File: src/rtl/move_recorder_pkg.sv
// Shared definitions for the move recorder: move codes, FSM states and the default slot count.
package move_recorder_pkg;

  localparam int MAX_MOVES_DEF = 17;

  typedef enum logic [1:0] {
    MV_UP    = 2'd0,
    MV_DOWN  = 2'd1,
    MV_RIGHT = 2'd2,
    MV_LEFT  = 2'd3
  } move_t;

  typedef enum logic [1:0] {
    REC  = 2'd0,
    FULL = 2'd1,
    DONE = 2'd2
  } state_t;

  // Direction events packed as {left, right, down, up}; the highest-priority one wins.
  function automatic move_t pick_move(input logic [3:0] dir);
    if (dir[0])      return MV_UP;
    else if (dir[1]) return MV_DOWN;
    else if (dir[2]) return MV_RIGHT;
    else             return MV_LEFT;
  endfunction

endpackage

File: src/rtl/move_recorder_btn_debounce.sv
// One pushbutton: 2-flop synchronizer, stability counter and a one-cycle pulse on an accepted press.
module move_recorder_btn_debounce #(
  parameter int DB_CYCLES = 50000
) (
  input  logic clk,
  input  logic rst_n,
  input  logic btn,
  output logic press
);

  localparam int CW = $clog2(DB_CYCLES + 1);
  localparam logic [CW-1:0] LAST = CW'(DB_CYCLES - 1);

  logic          sync_q1;
  logic          sync_q2;
  logic          level;
  logic [CW-1:0] stable_cnt;

  // NOTE: state registers use non-blocking assignments so every flop samples pre-edge values.
  always_ff @(posedge clk) begin
    if (!rst_n) begin
      sync_q1    <= 1'b0;
      sync_q2    <= 1'b0;
      level      <= 1'b0;
      stable_cnt <= '0;
      press      <= 1'b0;
    end else begin
      sync_q1 <= btn;
      sync_q2 <= sync_q1;
      press   <= 1'b0;
      if (sync_q2 == level) begin
        stable_cnt <= '0;
      end else if (stable_cnt == LAST) begin
        // DB_CYCLES-th consecutive differing sample: accept it, pulse only on 0->1.
        level      <= sync_q2;
        stable_cnt <= '0;
        press      <= sync_q2;
      end else begin
        stable_cnt <= stable_cnt + 1'b1;
      end
    end
  end

endmodule

File: src/rtl/move_recorder.sv
// Debounced pushbutton entry of up to MAX_MOVES 2-bit moves packed into ord.
// Optional undo button enabled by defining MOVE_UNDO_EN.
module move_recorder
  import move_recorder_pkg::*;
#(
  parameter int MAX_MOVES = MAX_MOVES_DEF,
  parameter int DB_CYCLES = 50000,
  parameter int CNT_W     = 5
) (
  input  logic                   clk,
  input  logic                   rst_n,
  input  logic                   btn_up,
  input  logic                   btn_down,
  input  logic                   btn_right,
  input  logic                   btn_left,
  input  logic                   btn_enter,
  input  logic                   btn_clear,
  input  logic                   btn_undo,
  output logic [2*MAX_MOVES-1:0] ord,
  output logic [CNT_W-1:0]       cnt,
  output logic                   comp,
  output logic                   ovf
);

  localparam int ORD_W = 2 * MAX_MOVES;
  localparam logic [CNT_W-1:0] LAST_SLOT = CNT_W'(MAX_MOVES - 1);

  // Event order inside the vector: {clear, enter, left, right, down, up}.
  logic [5:0] raw;
  logic [5:0] ev;
  logic       ev_undo;
  state_t     state;

  assign raw = {btn_clear, btn_enter, btn_left, btn_right, btn_down, btn_up};

  for (genvar i = 0; i < 6; i++) begin : g_btn
    move_recorder_btn_debounce #(.DB_CYCLES(DB_CYCLES)) u_db (
      .clk   (clk),
      .rst_n (rst_n),
      .btn   (raw[i]),
      .press (ev[i])
    );
  end

`ifdef MOVE_UNDO_EN
  move_recorder_btn_debounce #(.DB_CYCLES(DB_CYCLES)) u_db_undo (
    .clk   (clk),
    .rst_n (rst_n),
    .btn   (btn_undo),
    .press (ev_undo)
  );
`else
  logic unused_undo;
  assign unused_undo = btn_undo;
  assign ev_undo     = 1'b0;
`endif

  logic             ev_dir;
  logic [ORD_W-1:0] wr_bits;
  logic [ORD_W-1:0] undo_mask;
  logic [CNT_W-1:0] cnt_m1;

  // NOTE: every always_comb output gets a default first so no latch is inferred.
  always_comb begin
    ev_dir    = |ev[3:0];
    cnt_m1    = cnt - 1'b1;
    wr_bits   = ORD_W'(pick_move(ev[3:0])) << {cnt, 1'b0};
    undo_mask = ORD_W'(2'b11) << {cnt_m1, 1'b0};
  end

  always_ff @(posedge clk) begin
    if (!rst_n) begin
      state <= REC;
      ord   <= '0;
      cnt   <= '0;
      comp  <= 1'b0;
      ovf   <= 1'b0;
    end else begin
      ovf <= 1'b0;
      if (ev[5]) begin
        state <= REC;
        ord   <= '0;
        cnt   <= '0;
        comp  <= 1'b0;
      end else if (ev[4]) begin
        if ((state == REC && cnt != '0) || state == FULL) begin
          state <= DONE;
          comp  <= 1'b1;
        end
      end else if (ev_undo) begin
        if (state != DONE && cnt != '0) begin
          ord   <= ord & ~undo_mask;
          cnt   <= cnt_m1;
          state <= REC;
        end
      end else if (ev_dir) begin
        // Lower-priority direction events in the same cycle are dropped, not queued.
        case (state)
          REC: begin
            ord <= ord | wr_bits;
            cnt <= cnt + 1'b1;
            if (cnt == LAST_SLOT) state <= FULL;
          end
          FULL:    ovf <= 1'b1;
          default: ;
        endcase
      end
    end
  end

endmodule

File: config.mk
export PLATFORM = sky130hd
export DESIGN_NAME = move_recorder
export DESIGN_NICKNAME = d
export VERILOG_FILES = /design/src/rtl/move_recorder_pkg.sv /design/src/rtl/move_recorder_btn_debounce.sv /design/src/rtl/move_recorder.sv
export SDC_FILE = /design/constraint.sdc
export NUM_CORES = 1
export LEC_CHECK = 0
export ABC_AREA = 1
export CORE_MARGIN = 2
export CORE_UTILIZATION = 54
export DETAILED_ROUTE_END_ITERATION = 7
export PLACE_DENSITY = 0.74
export SLEW_MARGIN = 5
export SYNTH_ARGS = -nofsm -noshare
export SYNTH_HDL_FRONTEND = slang
export SYNTH_SLANG_ARGS = --single-unit
File: constraint.sdc
create_clock -name clk -period 2.5 [get_ports clk]
set_clock_uncertainty 0.2 [all_clocks]
set_input_delay 0.375 -clock clk [delete_from_list [all_inputs] [get_ports clk]]
set_output_delay 0.375 -clock clk [all_outputs]
set_load 0.02 [all_outputs]
# Word level (Yosys, flattened, before mapping)
# Cells that the tools add are included.
[word_totals] ramBits=0 latchBits=0 romBits=0 ff_bits=163 mem_count=0 input_bits=9
[op_classes] magnitude_cmp=0 add_sub_neg=7 n_div=0 mux=9 shift=1 mul=0 n_eq_ne=15 reduce_logical=31 bitwise_logic=16
[op_table] cell="$add A16 B1 Y16 const B" count=6
[op_table] cell="$eq A16 B16 Y1 const B" count=6
[op_table] cell="$reduce_or A3 Y1" count=12
[op_table] cell="$or A34 B34 Y34" count=1
[op_table] cell="$shl A2 B6 Y34" count=1
[op_table] cell="$not A1 Y1" count=15
[op_table] cell="$mux W2" count=7
[op_table] cell="$reduce_and A2 Y1" count=7
[op_table] cell="$reduce_or A4 Y1" count=2
[op_table] cell="$eq A1 B1 Y1" count=6
[op_table] cell="$reduce_bool A2 Y1" count=3
[op_table] cell="$add A5 B1 Y5 const B" count=1
[op_table] cell="$eq A5 B5 Y1 const B" count=1
[op_table] cell="$reduce_bool A5 Y1" count=1
[op_table] cell="$reduce_and A4 Y1" count=1
[op_table] cell="$reduce_and A3 Y1" count=1
[op_table] cell="$eq A2 B1 Y1 const B" count=1
[op_table] cell="$logic_not A2 Y1" count=1
[op_table] cell="$mux W1" count=2
[op_table] cell="$ne A2 B2 Y1 const B" count=1
[op_table] cell="$reduce_or A2 Y1" count=1
[op_table] cell="$logic_and A1 B1 Y1" count=1
[op_table] cell="$logic_or A1 B1 Y1" count=1

# Longest topological paths before layout
# Gate-level depths: netlist of the first run.
[depth] ltp_word=5 depth_mapped=9

# Modules after synthesis
# Synthesis of the first run repeated with hierarchy kept, for this count alone.
[unflattened] hier_cells=1072 area_unflattened_um2=7790.0
[modules_own_cells] mod="move_recorder_btn_debounce (g_btn[0].u_db ...)" seq_area_each_um2=400.4 area_each_um2=996.0 cells_each=138 instances=5
[modules_own_cells] mod="move_recorder" seq_area_each_um2=860.8 area_each_um2=1873.0 cells_each=252 instances=1
[modules_own_cells] mod="move_recorder_btn_debounce (g_btn[5].u_db)" seq_area_each_um2=400.4 area_each_um2=937.1 cells_each=130 instances=1

# Worst setup path after synthesis of the first run
# Ideal clock, no wire load.
[synth_timing] path_type="register -> register" startpoint="reg g_btn[5].u_db.stable_cnt[0]" endpoint="reg g_btn[5].u_db.stable_cnt[9]" slack_ps=948 stages_incl_launch_ff=8 synth_period_minus_slack_ps=1552 required_ps=2185 t_arrival_ps=1237 path_cell_list="dfxtp_1 -> ha_1 -> nand3_2 -> nor2_2 -> nand3_2 -> nand2_2 -> buf_6 -> nor2_2"
[synth_via] elab_chain_len=2
[synth_rtl] item="start, declared" line_no="move_recorder_btn_debounce.sv:17" text="logic [CW-1:0] stable_cnt;"
[synth_rtl] item="start signal, assigned" line_no="move_recorder_btn_debounce.sv:39" text="stable_cnt <= stable_cnt + 1'b1;"
[synth_rtl] item="parallel branches: the longest is 2 deep, another holds $add A16 B1 Y16"
# Several ways; the timed one is not identified.
# A chain may end at the register's enable or synchronous reset.

# Worst setup path after layout of the first run
[layout_timing] startpoint="reg cnt[4]" endpoint="out cnt[4]"
[layout_rtl] item="start, declared" line_no="move_recorder.sv:20" text="output logic [CNT_W-1:0] cnt,"
[layout_rtl] item="start signal, assigned" line_no="move_recorder.sv:93" text="cnt <= cnt_m1;"
[layout_rtl] item="start signal, assigned" line_no="move_recorder.sv:101" text="cnt <= cnt + 1'b1;"
# No word-level cell between the ends.

==> run summary, run 1 <==
fin. max-slew vios -> 0
number of global-route vias before repair -> 5754
TNS Setup -> 0 ns
post-CTS setup buffer count -> 0
critical setup path kind -> register to output port
critical path, cell by cell -> clkdlybuf4s50_1
Starting Density -> 54.65%
fin area -> 8752 um^2
LEAKAGE -> 3.032 nW
reg2reg end -> g_btn[5].u_db.stable_cnt[15]$_SDFF_PP0_
Worst VDD drop -> 431.1 uV
All-Layer GR Usage -> 21.06%
status -> finished, final reports clean
Fillers -> 1275
Top Ports -> 50
Worst setup SP type -> register
largest net degree at the start of global routing -> 25
Longest Clk Path Bufs -> 2
initial antenna violation count -> 0
largest fanout on the critical path -> 8
die height -> 122.1 um
Worst Setup SP -> cnt[4]$_SDFFE_PP0P_
Worst R2R Start -> g_btn[5].u_db.stable_cnt[0]$_SDFF_PP0_
hold path cells -> 2
WHS Endpoint -> g_btn[1].u_db.sync_q2$_SDFF_PN0_
sw frac -> 20.24%
period utilization -> 89.43%
chip width -> 122.1 um
RePlAce Congestion -> 0.9014
CP Capture Type -> output port
Detailed Routing Iterations Pass 1 -> 5
Avg Cell Area, Syn -> 7.294 um^2
internal power -> 0.004291 W
DIE AREA -> 14900 um^2
CP top delay family -> buffers and inverters
clock power share -> 50.1%
CP Buf/Inv Count -> 1
synth top area cells -> dfxtp_1 (43%), nand2_1 (8.6%), nor2_1 (7.6%)
Netlist cell types -> 31
Worst Hold Class -> register to register
max_cap viols -> 0
core area -> 13770 um^2
largest stage delay on the critical path -> 0.71 ns
Clk pin slew, worst setup/hold paths -> 0.06 ns
Post-CTS Hold Buffers -> 0
Routed Antenna Nets -> 0
I/O Buffers -> 48
Register Area -> 3263 um^2
hpwl dp -> 10490 um
Sink Count -> 163
TritonCTS Buffers -> 17
CP max-delay cell -> clkdlybuf4s50_1
Placement Cell Area -> 8132 um^2
Post-Syn Area -> 7527 um^2
PD cells -> 614.6 nW/um^2
H-tree levels -> 4
DRC violations left -> 0
diodes inserted -> 0
Synth top area share -> 43.35%
Layout Area Growth over Synthesis -> 16.27%
post-layout min period -> 2.236 ns
Vias/cell -> 5.033
Data arrival, critical path -> 1.66 ns
grt ovf -> 0
Worst Path Required -> 1.92 ns
post-synth net total -> 1049
Logic pwr share -> 1.3%
relative slew slack -> 68.02%
RSZ-0062 raised after global routing -> false
worst skew pair latency -> 0.42 ns
flops & latches, synth -> 163
sequential area share after synthesis -> 43.35%
Multi-input gate area -> 3528 um^2
Reg power frac -> 48.6%
synth warn -> 0
first-pass GRT wire length -> 25450 um
Clock Root Buffer -> clkbuf_16
register-to-register setup slack -> 0.68 ns
Worst-Margin Slew -> 0.4761 ns
dominant cell type by area after synthesis -> dfxtp_1
post-CTS sizing -> 0
drt initial violations -> 430
layout cells sized above 1 -> 8.826%
net switching power -> 0.001089 W
final WL -> 14620 um
Hold Crit Start -> g_btn[1].u_db.sync_q1$_SDFF_PN0_
CTS tree -> yes
Achievable Freq -> 0.4473 GHz
Hold Vio Cnt, Final -> 0
vias post-DR -> 6437
synthesized instance count -> 1032
row count -> 43
DR WL/cell -> 11.43 um
Reg2Reg Depth -> 6
final setup vio count -> 0
Layout Nets -> 1103
-- cell type report --
class / count / share of cell area (%)
clock buffers: 21 / 5.375
clock inverters: 11 / 1.716
well taps: 180 / 2.573
flip-flops and latches: 163 / 37.28
multi-input cells: 694 / 40.31
inverters: 155 / 6.648
repair buffers: 55 / 6.090
-- kinds of logic after synthesis --
logic type                 Yosys count  synth area share [%]
and+or+nand+nor                    539                 33.53
adders and majority gates            8                 1.330
xor gates and xnor gates            33                 3.840
DFF                                163                 43.35
buffers and inverters              175                 9.774
AOI/OAI and AO/OA                  114                 8.178
-- power by group through the flow --
| stage | Sequential, W | Clock [W] | Combinational, W |
|---|---|---|---|
| after floorplan | 0.00267 | 0 | 0.0000508 |
| after global placement | 0.00267 | 0 | 0.0000703 |
| after detailed placement | 0.00267 | 0 | 0.0000709 |
| after CTS | 0.00262 | 0.00274 | 0.0000710 |
| after global routing | 0.00262 | 0.00284 | 0.0000789 |
| final | 0.00262 | 0.00269 | 0.0000700 |
-- synthesized netlist by cell type --
cell and number:
nand3_4 2, or2_0 4, nor3_2 3, or2_1 2, ha_1 8, nand3_1 103, nand2_4 1, nand2_1 172
nor2_2 11, dfxtp_1 163, nor4_2 1, buf_2 9, nand3_2 8, a21oi_1 83, o21bai_1 9, or2_2 2
nor3_1 17, nand2_2 9, nor2_4 8, buf_4 2, clkbuf_1 1, xnor2_1 8, a21oi_2 6, inv_1 147
xor2_1 25, and2_1 1, inv_2 8, buf_6 8, nor2_1 153, o21ai_0 16, nand4_1 42
-- layer usage --
metal | vias to the layer above | share of wire (%) | GRT usage (%) | wire (um)
li1 | 3408 | - | - | -
met1 | 2892 | 49 | 28.60 | 7184
met2 | 118 | 46 | 33.24 | 6701
met3 | 19 | 3.5 | 4.354 | 514
met4 | 0 | 1.5 | 7.543 | 216
met5 | - | 0 | 0 | 0
-- layout by cell type, fill, tap and decap left out, types with 6 or more instances in the layout --
master and n:
inv_1 147, xnor2_1 8, nand3_1 103, o21ai_0 16, inv_2 8, nor2_2 11, nor2_1 153, a21oi_2 6
ha_1 8, nor3_1 17, clkdlybuf4s50_1 48, clkbuf_16 17, nor2_4 8, a21oi_1 83, o21bai_1 9, xor2_1 25
nand4_1 42, nand3_2 8, dfxtp_1 163, nand2_2 9, nand2_1 172, buf_4 7
-- state kept, by name, indices dropped and copies added, names as in the netlist --
| register | count |
|---|---|
| cnt | 5 |
| comp | 1 |
| g_btn.u_db.level | 6 |
| g_btn.u_db.press | 6 |
| g_btn.u_db.stable_cnt | 96 |
| g_btn.u_db.sync_q1 | 6 |
| g_btn.u_db.sync_q2 | 6 |
| ord | 34 |
| ovf | 1 |
| state | 2 |
-- how the worst max path moves through the flow --
stage	to	slack, ns	cells after the start
floorplan	g_btn[5].u_db.stable_cnt[9]$_SDFF_PP0_	0.95	7
global placement	g_btn[4].u_db.stable_cnt[15]$_SDFF_PP0_	0.53	4
detailed placement	g_btn[4].u_db.stable_cnt[11]$_SDFF_PP0_	0.48	4
CTS	cnt[4]	0.26	1
global route	cnt[4]	0.19	1
finish	cnt[4]	0.26	1
-- per-stage QoR --
| step | hold slack [ns] | utilization, % | total power [W] | std cells | worst slack, ns |
|---|---|---|---|---|---|
| after floorplan | 0.1905 | - | 0.002722 | 1032 | 0.9481 |
| after global placement | 0.1955 | 59.04 | 0.002743 | 1247 | 0.5337 |
| after detailed placement | 0.1976 | 59.04 | 0.002744 | 1247 | 0.4758 |
| after CTS | 0.2119 | 63.54 | 0.005430 | 1279 | 0.2557 |
| after global routing | 0.2207 | 63.54 | 0.005532 | 1279 | 0.1873 |
| final | 0.2131 | 63.54 | 0.005379 | 1279 | 0.2642 |
(Power assumes the default switching activity.)
==> run 2, diff against run 1 <==
--- a/config.mk
+++ b/config.mk
@@ -6,9 +6,11 @@
 export NUM_CORES = 1
 export LEC_CHECK = 0
 export ABC_AREA = 1
+export CORE_ASPECT_RATIO = 0.6
 export CORE_MARGIN = 2
 export CORE_UTILIZATION = 54
 export DETAILED_ROUTE_END_ITERATION = 7
+export HOLD_SLACK_MARGIN = 0.15
 export PLACE_DENSITY = 0.74
 export SLEW_MARGIN = 5
 export SYNTH_ARGS = -nofsm -noshare
==> run summary, run 2 (same netlist as run 1, synthesis figures left out) <==
critical setup path kind -> register to output port (unchanged)
Clk pin slew, worst setup/hold paths -> 0.06 ns (about the same)
number of global-route vias before repair -> 5778 (was 5754)
period utilization -> 89.25% (was 89.43%)
Longest Clk Path Bufs -> 2 (unchanged)
Sink Count -> 163 (unchanged)
largest register by flop count -> g_btn.u_db.stable_cnt (unchanged)
TNS Setup -> 0 ns (unchanged)
CTS tree -> yes (unchanged)
hold path cells -> 2 (unchanged)
commonest non-fill, non-tap cell in the layout -> nand2_1 (unchanged)
Layout Nets -> 1101 (was 1103)
Register Area -> 3263 um^2 (unchanged)
post-CTS setup buffer count -> 0 (unchanged)
RSZ-0062 raised after global routing -> false (unchanged)
WHS Endpoint -> g_btn[0].u_db.sync_q2$_SDFF_PN0_ (was g_btn[1].u_db.sync_q2$_SDFF_PN0_)
CP Buf/Inv Count -> 1 (unchanged)
Multi-input gate area -> 3528 um^2 (unchanged)
fin area -> 8733 um^2 (was 8752 um^2)
Worst Path Required -> 1.92 ns (about the same)
Hold Crit Start -> g_btn[0].u_db.sync_q1$_SDFF_PN0_ (was g_btn[1].u_db.sync_q1$_SDFF_PN0_)
relative slew slack -> 61.51% (was 68.02%)
Clock Root Buffer -> clkbuf_16 (unchanged)
DRC violations left -> 0 (unchanged)
post-layout min period -> 2.231 ns (was 2.236 ns)
hpwl dp -> 11070 um (was 10490 um)
final WL -> 15820 um (was 14620 um)
first-pass GRT wire length -> 27150 um (was 25450 um)
H-tree levels -> 4 (unchanged)
largest net degree at the start of global routing -> 32 (was 25)
DIE AREA -> 14930 um^2 (was 14900 um^2)
max_cap viols -> 0 (unchanged)
Starting Density -> 55.24% (was 54.65%)
chip width -> 156.4 um (was 122.1 um)
Achievable Freq -> 0.4482 GHz (was 0.4473 GHz)
Placement Cell Area -> 8110 um^2 (was 8132 um^2)
post-CTS sizing -> 0 (unchanged)
TritonCTS Buffers -> 17 (unchanged)
LEAKAGE -> 3.022 nW (was 3.032 nW)
Top Registers -> g_btn.u_db.stable_cnt: 96 flops, ord: 34 flops (unchanged)
RePlAce Congestion -> 0.8924 (was 0.9014)
largest stage delay on the critical path -> 0.68 ns (was 0.71 ns)
Reg2Reg Depth -> 6 (unchanged)
drt initial violations -> 608 (was 430)
max FFs per register -> 96 (unchanged)
register-to-register setup slack -> 0.67 ns (was 0.68 ns)
largest fanout on the critical path -> 8 (unchanged)
Layout Area Growth over Synthesis -> 16.02% (was 16.27%)
Routed Antenna Nets -> 0 (unchanged)
grt ovf -> 0 (unchanged)
Worst R2R Start -> g_btn[5].u_db.stable_cnt[0]$_SDFF_PP0_ (unchanged)
CP top delay family -> buffers and inverters (unchanged)
initial antenna violation count -> 0 (unchanged)
Detailed Routing Iterations Pass 1 -> 5 (unchanged)
Final Util -> 64.10% (was 63.54%)
Hold Vio Cnt, Final -> 0 (unchanged)
Worst-Margin Slew -> 0.5730 ns (was 0.4761 ns)
Worst setup SP type -> register (unchanged)
fin. max-slew vios -> 0 (unchanged)
most frequent cells in the layout -> nand2_1 (172), dfxtp_1 (163), nor2_1 (153), inv_1 (147), nand3_1 (103) (unchanged)
row count -> 33 (was 43)
diodes inserted -> 0 (unchanged)
Worst VDD drop -> 418.9 uV (was 431.1 uV)
Placement Setup Slack -> 0.4479 ns (was 0.4758 ns)
status -> finished, final reports clean (unchanged)
DR WL/cell -> 12.45 um (was 11.43 um)
reg2reg end -> g_btn[5].u_db.stable_cnt[2]$_SDFF_PP0_ (was g_btn[5].u_db.stable_cnt[15]$_SDFF_PP0_)
worst skew pair latency -> 0.42 ns (about the same)
Top Ports -> 50 (unchanged)
CP Capture Type -> output port (unchanged)
Fillers -> 1161 (was 1275)
critical path, cell by cell -> clkdlybuf4s50_1 (unchanged)
I/O Buffers -> 48 (unchanged)
Vias/cell -> 5.172 (was 5.033)
CP max-delay cell -> clkdlybuf4s50_1 (unchanged)
core area -> 13630 um^2 (was 13770 um^2)
final setup margin -> 0.2686 ns (was 0.2642 ns)
All-Layer GR Usage -> 22.68% (was 21.06%)
PD cells -> 622.3 nW/um^2 (was 614.6 nW/um^2)
layout cells sized above 1 -> 8.577% (was 8.826%)
Worst Hold Class -> register to register (unchanged)
vias post-DR -> 6574 (was 6437)
die height -> 95.45 um (was 122.1 um)
Data arrival, critical path -> 1.66 ns (about the same)
Post-CTS Hold Buffers -> 0 (unchanged)
final setup vio count -> 0 (unchanged)
==> run 2: cell types whose count changed in the layout (fill, tap and decap cells not counted), sizes merged <==
cell    delta
buf        -2
bufinv     +1
clkbuf     -2
clkinv     +1
inv        -1
==> run 2: power breakdown <==
| part | total (W) | internal (W) | switching, W |
|---|---|---|---|
| clock | 0.00275 | 0.00170 | 0.00106 |
| combinational | 0.0000677 | 0.0000232 | 0.0000444 |
| sequential | 0.00261 | 0.00261 | 0.00000598 |
| total | 0.00544 | 0.00433 | 0.00111 |
==> run 2: metrics by stage <==
stage / power (W) / hold WS [ns] / instances
final: 0.005435 / 0.2110 / 1271
after floorplan: 0.002722 / 0.1905 / 1032
after detailed placement: 0.002741 / 0.2018 / 1240
after CTS: 0.005470 / 0.2173 / 1271
after global placement: 0.002741 / 0.2014 / 1240
after global routing: 0.005600 / 0.2434 / 1271
==> run 2: worst reg2reg max path: cells and delay by family, from the launching register on <==
kind          cells  cell delay [ns]
simple gates      5             0.91
fa+ha+maj         1             0.22
flops             1             0.37
==> run 2: layout make-up <==
type / instances / area share [%]
multi-input cells: 694 / 40.40
well taps: 175 / 2.507
inverters: 155 / 6.662
clock inverters: 12 / 2.063
clock buffers: 19 / 5.072
repair buffers: 53 / 5.931
flip-flops and latches: 163 / 37.36
==> run 2: worst max-delay path by stage <==
stage	start	endpoint	slack, ns	depth (start not counted)
after global routing	cnt[4]$_SDFFE_PP0P_	cnt[4]	0.20	1
after CTS	cnt[4]$_SDFFE_PP0P_	cnt[4]	0.27	1
final	cnt[4]$_SDFFE_PP0P_	cnt[4]	0.27	1
after floorplan	g_btn[5].u_db.stable_cnt[0]$_SDFF_PP0_	g_btn[5].u_db.stable_cnt[9]$_SDFF_PP0_	0.95	7
after detailed placement	rst_n	g_btn[3].u_db.stable_cnt[14]$_SDFF_PP0_	0.45	4
after global placement	rst_n	g_btn[0].u_db.stable_cnt[9]$_SDFF_PP0_	0.47	4
==> run 2: layer usage <==
layer	vias to the layer above	wire length (um)	global-route usage (%)
met2	200	6191	32.38
met1	2940	8487	34.51
li1	3420	-	-
met5	-	0	0
met3	14	1004	4.091
met4	0	141	6.881
==> run 3, diff against run 2 <==
--- a/config.mk
+++ b/config.mk
@@ -6,6 +6,7 @@
 export NUM_CORES = 1
 export LEC_CHECK = 0
 export ABC_AREA = 1
+export CAP_MARGIN = 20
 export CORE_ASPECT_RATIO = 0.6
 export CORE_MARGIN = 2
 export CORE_UTILIZATION = 54
==> results of run 3 <==
Same layout as run 2: the final DEF is identical, and so are final timing and power.
